--- config.mk ---
export PLATFORM = sky130hd
export DESIGN_NAME = rv_fork_fifo
export DESIGN_NICKNAME = d
export VERILOG_FILES = /design/src/rtl/rv_fork_fifo.sv
export SDC_FILE = /design/constraint.sdc
export NUM_CORES = 1
export LEC_CHECK = 0
export BUFFER_PORTS_ARGS = -buffer_cell sky130_fd_sc_hd__clkbuf_2
export CAP_MARGIN = 20
export CORE_MARGIN = 8
export CORE_UTILIZATION = 43
export CTS_CLUSTER_DIAMETER = 80
export CTS_CLUSTER_SIZE = 14
export DETAILED_ROUTE_END_ITERATION = 7
export PLACE_DENSITY = 0.88
export RECOVER_POWER = 50
export SETUP_SLACK_MARGIN = 0.2
export SYNTH_ARGS = -nofsm -noshare
export SYNTH_HDL_FRONTEND = slang
export SYNTH_SLANG_ARGS = --single-unit
--- constraint.sdc ---
create_clock -name clk -period 2.89 [get_ports clk]
set_input_delay 0.7225 -clock clk [delete_from_list [all_inputs] [get_ports clk]]
set_output_delay 0.7225 -clock clk [all_outputs]
set_load 0.02 [all_outputs]
--- src/rtl/rv_fork_fifo.sv ---
// FIFO-buffered ready/valid broadcast: the head entry is forked to NUM_OUT consumers
// that may each accept in a different cycle; the entry retires once every consumer has taken it.
module rv_fork_fifo #(
  parameter int DATA_WIDTH  = 16,
  parameter int DATA2_WIDTH = 13,
  parameter int NUM_OUT     = 3,
  parameter int DEPTH       = 2
) (
  input  logic                            clk,
  input  logic                            rst,
  input  logic [DATA_WIDTH-1:0]           in_data,
  input  logic signed [DATA2_WIDTH-1:0]   in_data2,
  input  logic                            in_valid,
  output logic                            in_ready,
  output logic [NUM_OUT*DATA_WIDTH-1:0]   out_data,
  output logic [NUM_OUT*DATA2_WIDTH-1:0]  out_data2,
  output logic [NUM_OUT-1:0]              out_valid,
  input  logic [NUM_OUT-1:0]              out_ready,
  output logic [$clog2(DEPTH+1)-1:0]      level
);

  localparam int CW = $clog2(DEPTH + 1);
  localparam int PW = (DEPTH > 1) ? $clog2(DEPTH) : 1;
  localparam logic [CW-1:0] DEPTH_C  = CW'(DEPTH);
  localparam logic [PW-1:0] LAST_PTR = PW'(DEPTH - 1);

  logic [DATA_WIDTH-1:0]         mem_data  [DEPTH];
  logic signed [DATA2_WIDTH-1:0] mem_data2 [DEPTH];
  logic [PW-1:0]                 wr_ptr, rd_ptr;
  logic [CW-1:0]                 count;
  logic [NUM_OUT-1:0]            done, acc;
  logic                          nonempty, push, pop;

  // Handshake: a transfer happens on a channel in any cycle where its valid and ready are both 1.
  // in_ready comes only from registered occupancy, so no combinational path runs from
  // out_ready back to the producer.
  assign nonempty = (count != '0);
  assign in_ready = (count < DEPTH_C) && !rst;
  assign push     = in_valid && in_ready;
  assign acc      = out_valid & out_ready;
  // The head retires once every channel has either accepted earlier or accepts now.
  assign pop      = nonempty && (&(done | out_ready));
  assign level    = count;

  for (genvar i = 0; i < NUM_OUT; i++) begin : g_out
    assign out_data[i*DATA_WIDTH +: DATA_WIDTH]    = mem_data[rd_ptr];
    assign out_data2[i*DATA2_WIDTH +: DATA2_WIDTH] = mem_data2[rd_ptr];
    assign out_valid[i] = nonempty && !done[i] && !rst;
  end

  // Storage is intentionally left out of reset; only the control state is cleared.
  always_ff @(posedge clk) begin
    if (push) begin
      mem_data[wr_ptr]  <= in_data;
      mem_data2[wr_ptr] <= in_data2;
    end
  end

  always_ff @(posedge clk) begin
    if (rst) begin
      wr_ptr <= '0;
      rd_ptr <= '0;
      count  <= '0;
      done   <= '0;
    end else begin
      if (push) begin
        wr_ptr <= (wr_ptr == LAST_PTR) ? '0 : wr_ptr + 1'b1;
      end
      if (pop) begin
        rd_ptr <= (rd_ptr == LAST_PTR) ? '0 : rd_ptr + 1'b1;
        done   <= '0;
      end else begin
        done <= done | acc;
      end
      case ({push, pop})
        2'b10:   count <= count + 1'b1;
        2'b01:   count <= count - 1'b1;
        default: count <= count;
      endcase
    end
  end

endmodule
**Yosys cells after proc, flatten, opt, wreduce, memory -nomap -nowiden**

Memories as Yosys holds them, arrays and structs flattened. A register that Yosys moved wholly into a read port is not among the register bits.
Index checks and enable logic that the tools add are counted.
Widths: inputs -> output; s select.

- Flip-flop bits (word level): 7
- Bits in latches: 0
- RAM bits: 58
- ROM bits: 0
- Input port bits: 35
- Output and inout bits: 93
- Word-level logic and storage cells: 42
- Memories kept: 2

Memories:

| name | words | width | read ports | clocked after memory_dff | write ports | RTL line | text |
|---|---|---|---|---|---|---|---|
| mem_data | 2 | 16 | 1 | 1 | 1 | 27 | `logic [DATA_WIDTH-1:0] mem_data [DEPTH];` |
| mem_data2 | 2 | 13 | 1 | 1 | 1 | 28 | `logic signed [DATA2_WIDTH-1:0] mem_data2 [DEPTH];` |

- Add/sub/neg operators: 4
- Multiply operators: 0
- Divide/modulo/power cells: 0
- Magnitude comparators: 1
- Equal/unequal tests: 2
- Shift-type cells: 0
- Muxes and demuxes: 9
- Bitwise operators: 3
- Reductions and logical operators: 17

Operators with widths:

| operator | number |
|---|---|
| $logic_and 1x1->1 | 9 |
| $mux 1 | 8 |
| $or 3x3->3 | 2 |
| $logic_not 1->1 | 4 |
| $pmux 2 s2 | 1 |
| $reduce_bool 2->1 | 2 |
| $and 3x3->3 | 1 |
| $reduce_and 3->1 | 1 |
| $add 1x1->1 const B | 2 |
| $add 2x1->2 const B | 1 |
| $eq 2x1->1 const B | 1 |
| $eq 2x2->1 const B | 1 |
| $lt 2x2->1 const B | 1 |
| $reduce_or 2->1 | 1 |
| $sub 2x1->2 const B | 1 |

**Longest topological paths before layout**

- Depth after elaboration: 5
- Gate-level depth with buffers: 7

**Worst setup path after synthesis**

Ideal clock, no wire load.

- Kind: in2reg
- Start: in rst
- End: mem mem_data2[0][0], enable pin
- Library setup time: 0.415 ns
- Arrival time: 2.637 ns
- Data required time: 2.475 ns
- Path slack: -0.162 ns
- Stages: 4
- Buffers on the path: 1
- Cells stage by stage: clkbuf_1 -> nor2_1 -> nand2_1 -> nor2_1

- Word-level cells in the longest chain between the ends: 5

RTL lines:

| item | RTL line | text |
|---|---|---|
| start, declared | 10 | `input logic rst,` |
| $logic_not 1->1 | 38 | `assign in_ready = (count < DEPTH_C) && !rst;` |
| $logic_and 1x1->1 | 38 |  |
| via in_ready | 14 | `output logic in_ready,` |
| $logic_and 1x1->1 | 39 | `assign push = in_valid && in_ready;` |
| $mux 1 | 53 | `if (push) begin` |
| $mux 1 (implied by the code) | 55 | `mem_data2[wr_ptr] <= in_data2;` |
| end, declared | 28 |  |

The timed path passes the listed nets, and every way through them passes these cells.

**Worst setup path in the final report**

- Start: in rst
- End: mem mem_data[1][11], enable pin

- Word-level cells in the longest chain between the ends: 5

RTL lines:

| item | RTL line | text |
|---|---|---|
| $logic_not 1->1 | 38 |  |
| $logic_and 1x1->1 | 38 |  |
| $logic_and 1x1->1 | 39 |  |
| $mux 1 | 53 |  |
| $mux 1 (implied by the code) | 54 | `mem_data[wr_ptr] <= in_data;` |
| end, declared | 27 |  |

No other way between the ends.

==> results.md <==
- Leakage: 1.36 nW
- Global placer's final weighted congestion: 0.712
- Critical path buffers and inverters: 2
- Placed Area: 0.00324 sq mm
- Max-slew violations: 0
- Vias in the first global route: 1794
- CTS Root Cell: clkbuf_8
- Total GRT Usage: 11.9%
- Final min period: 2.26 ns
- Synth unique cells: 24
- Initial DRC Count: 43
- H-tree depth: 3
- Slew Limit Headroom: 28.0%
- Hold Startpoint: done[1]$_SDFF_PP0_
- Worst path slowest cell: clkbuf_1
- Final Util: 50.4%
- Fill cells: 583
- HP Class: flop to flop
- Clk buf depth: 2
- Warnings from Yosys: 0
- Core area: 0.00668 sq mm
- Dominant cells by area after synthesis: edfxtp_1 60%, buf_4 15%, mux2_2 12%
- Vias: 1656
- Routing usage on met3: 6.47%
- Largest net degree at the start of global routing: 19
- Mapped Area: 0.00291 sq mm
- Cts hold-fix bufs: 0
- CTS tree: yes
- Crit path DAT: 2.19 ns
- Initial Util: 43.5%
- Setup_tns: 0 ns
- CTS resizes: 0
- Setup WS pre-CTS: 0.711 ns
- IO buf count: 127
- Gr busiest metal: met2
- MaxCap Viol Count: 0
- Grt total ovfl: 0
- Post-Syn Area per Cell: 15.2 sq um
- I/O pins: 128
- Hpwl dp: 4490 um
- Cells after synthesis: 192
- CTS Buf Count: 9
- Design area: 0.00336 sq mm
- Row count: 30
- Final Hold Vio Count: 0
- Synth top area share: 59.9%
- Setup Buffers After CTS: 0
- Actual slew at the worst max-slew pin: 1.08 ns
- Clock sinks: 66
- Clk Latency, worst-skew pair: 0.32 ns
- Crit path capture type: flop
- Post-Synth XOR/XNOR Area: 0.903%
- Number of setup violations in the final report: 0
- Crit-path cells: clkbuf_1 -> nor2_1 -> and3_1 -> clkbuf_1
- Startpoint Class: input pin
- Synthesis-stage register bit count: 66
- Synth Area in Compound Gates: 2.19%
- Fmax: 443 MHz
- Met2 usage: 21.1%
- Post-route DRC: 0
- Final worst path period share: 78.1%
- Largest family of logic cells by synthesized area: buffers and inverters
- Seq/Total Area, Yosys: 65.4%
- Main synth FF type: edfxtp_1
- Asr flop ratio synth: 0%
- Worst Skew: 0.00942 ns
- CP Data Required Time: 2.82 ns
- DR pass1 iterations: 4
- FF-to-FF Start: level[1]$_SDFFE_PP0P_
- WL final: 5850 um
- CTS clk-pin slew, worst paths: 0.07 ns
- Synth Area in Adders: 0.430%
- Detail Route Antenna Nets: 0
- Grt met1 use: 11.4%
- WL per Instance: 16.4 um
- Max IR drop VDD: 0.365 mV
- Worst path max stage delay: 0.80 ns
- Antenna violations before repair: 0
- CP most frequent cell: clkbuf_1
- Unrepaired setup endpoints after global routing: no
- Share of cells above drive strength 1: 55.1%
- Die area: 0.00965 sq mm
- Layout area overhead: 15.7%
- Die X: 98.3 um
- EDFF count, synth: 58
- Vias per inst: 4.65
- Power density over cell area: 645 mW/mm^2
- Post-route setup slack: 0.632 ns
- Crit Path Max Fanout: 18
- Ant diodes: 0
- Worst path top cell family by delay: buffers and inverters
- Nets: 308
- Post-synthesis net count: 228
- Simple-gate share of the synthesized area: 3.31%
- Worst setup startpoint: rst
- Leading area contributor after synthesis: edfxtp_1
- Global-route wire length before repair: 8940 um
- Multiplexer share of the synthesized area: 12.0%
- Status: finished clean
- Die extent in y: 98.3 um
- Crit Path Category: input pin to flop
[per-layer routing]
layer  part of all wire [%]  vias up  routed length (um)
li1                       -      787                   -
met2                     53       76                3110
met4                   0.65        0                  38
met1                     36      789                2110
met5                      0        -                   0
met3                     10        4                 595
[registers in the layout (all words and copies together), names as in the netlist, named ones only]
name	cells
mem_data2	26
mem_data	32
rd_ptr	1
level	2
done	3
wr_ptr	1
[cell usage after synthesis (2+ instances only)]
cell       n
buf_4     58
edfxtp_1  58
a21oi_1    3
nor2b_1    2
mux2_2    31
nor3_1     2
buf_2      3
dfxtp_1    8
nor2_1    11
xnor2_1    2
[layout by cell type, fill, tap and decap left out]
cell type    n
clkinv_1     1
xnor2_1      2
o21ba_2      1
clkbuf_1    27
dfxtp_1      8
o21bai_1     1
a21oi_1      3
clkinv_2     2
buf_12       1
nand2_1      1
edfxtp_1    58
nor3_1       3
o21ai_0      1
buf_4        2
o21a_1       1
bufinv_16    1
or3_1        1
nor2_4       1
ha_1         1
mux2_2      31
clkbuf_2   104
and3_1       1
o22ai_1      2
nor2_1      10
clkbuf_8     9
xor2_1       1
nor2b_1      2
[worst register-to-register path: cells and delay by family (launching register included)]
family                     cells  cell delay (ns)
AOI/OAI and AO/OA              2             0.32
adders and majority gates      1             0.39
DFF                            1             0.50
and+or+nand+nor                2             0.97
[through the flow]
step                      power (mW)  std cells  hold slack, ns
after floorplan                 1.43        192           0.485
after detailed placement        1.51        341           0.533
final                           2.17        356           0.528
after global routing            2.26        356           0.572
after global placement          1.50        341           0.508
after CTS                       2.21        356           0.544
[worst paths after layout]
check	end	slack, ns	cells after the start
max	mem_data[1][11]$_DFFE_PP_	0.63	4
min	done[1]$_SDFF_PP0_	0.53	2
max reg2reg	level[1]$_SDFFE_PP0P_	0.64	5
min reg2reg	done[1]$_SDFF_PP0_	0.53	2
[kinds of logic after synthesis]
group | after synthesis
xor+xnor | 3
fa+ha+maj | 1
simple gates | 19
compound gates | 9
buf+inv | 63
flops | 66
mux | 31
[final cells by class]
class                           count  area, sq um  area share (%)
Clock buffer                       11          131            3.90
Clock inverter                      4         43.8            1.30
Multi-Input combinational cell     63          538            16.0
Sequential cell                    66         1900            56.5
Tap cell                           80          100            2.98
Timing Repair Buffer              132          649            19.3
[where the power goes]
| group | switching (mW) | total [mW] | internal (mW) |
|---|---|---|---|
| sequential | 0.0204 | 1.11 | 1.09 |
| clock | 0.305 | 0.693 | 0.388 |
| combinational | 0.242 | 0.366 | 0.124 |
No activity file was read; power rests on OpenSTA's default activity.
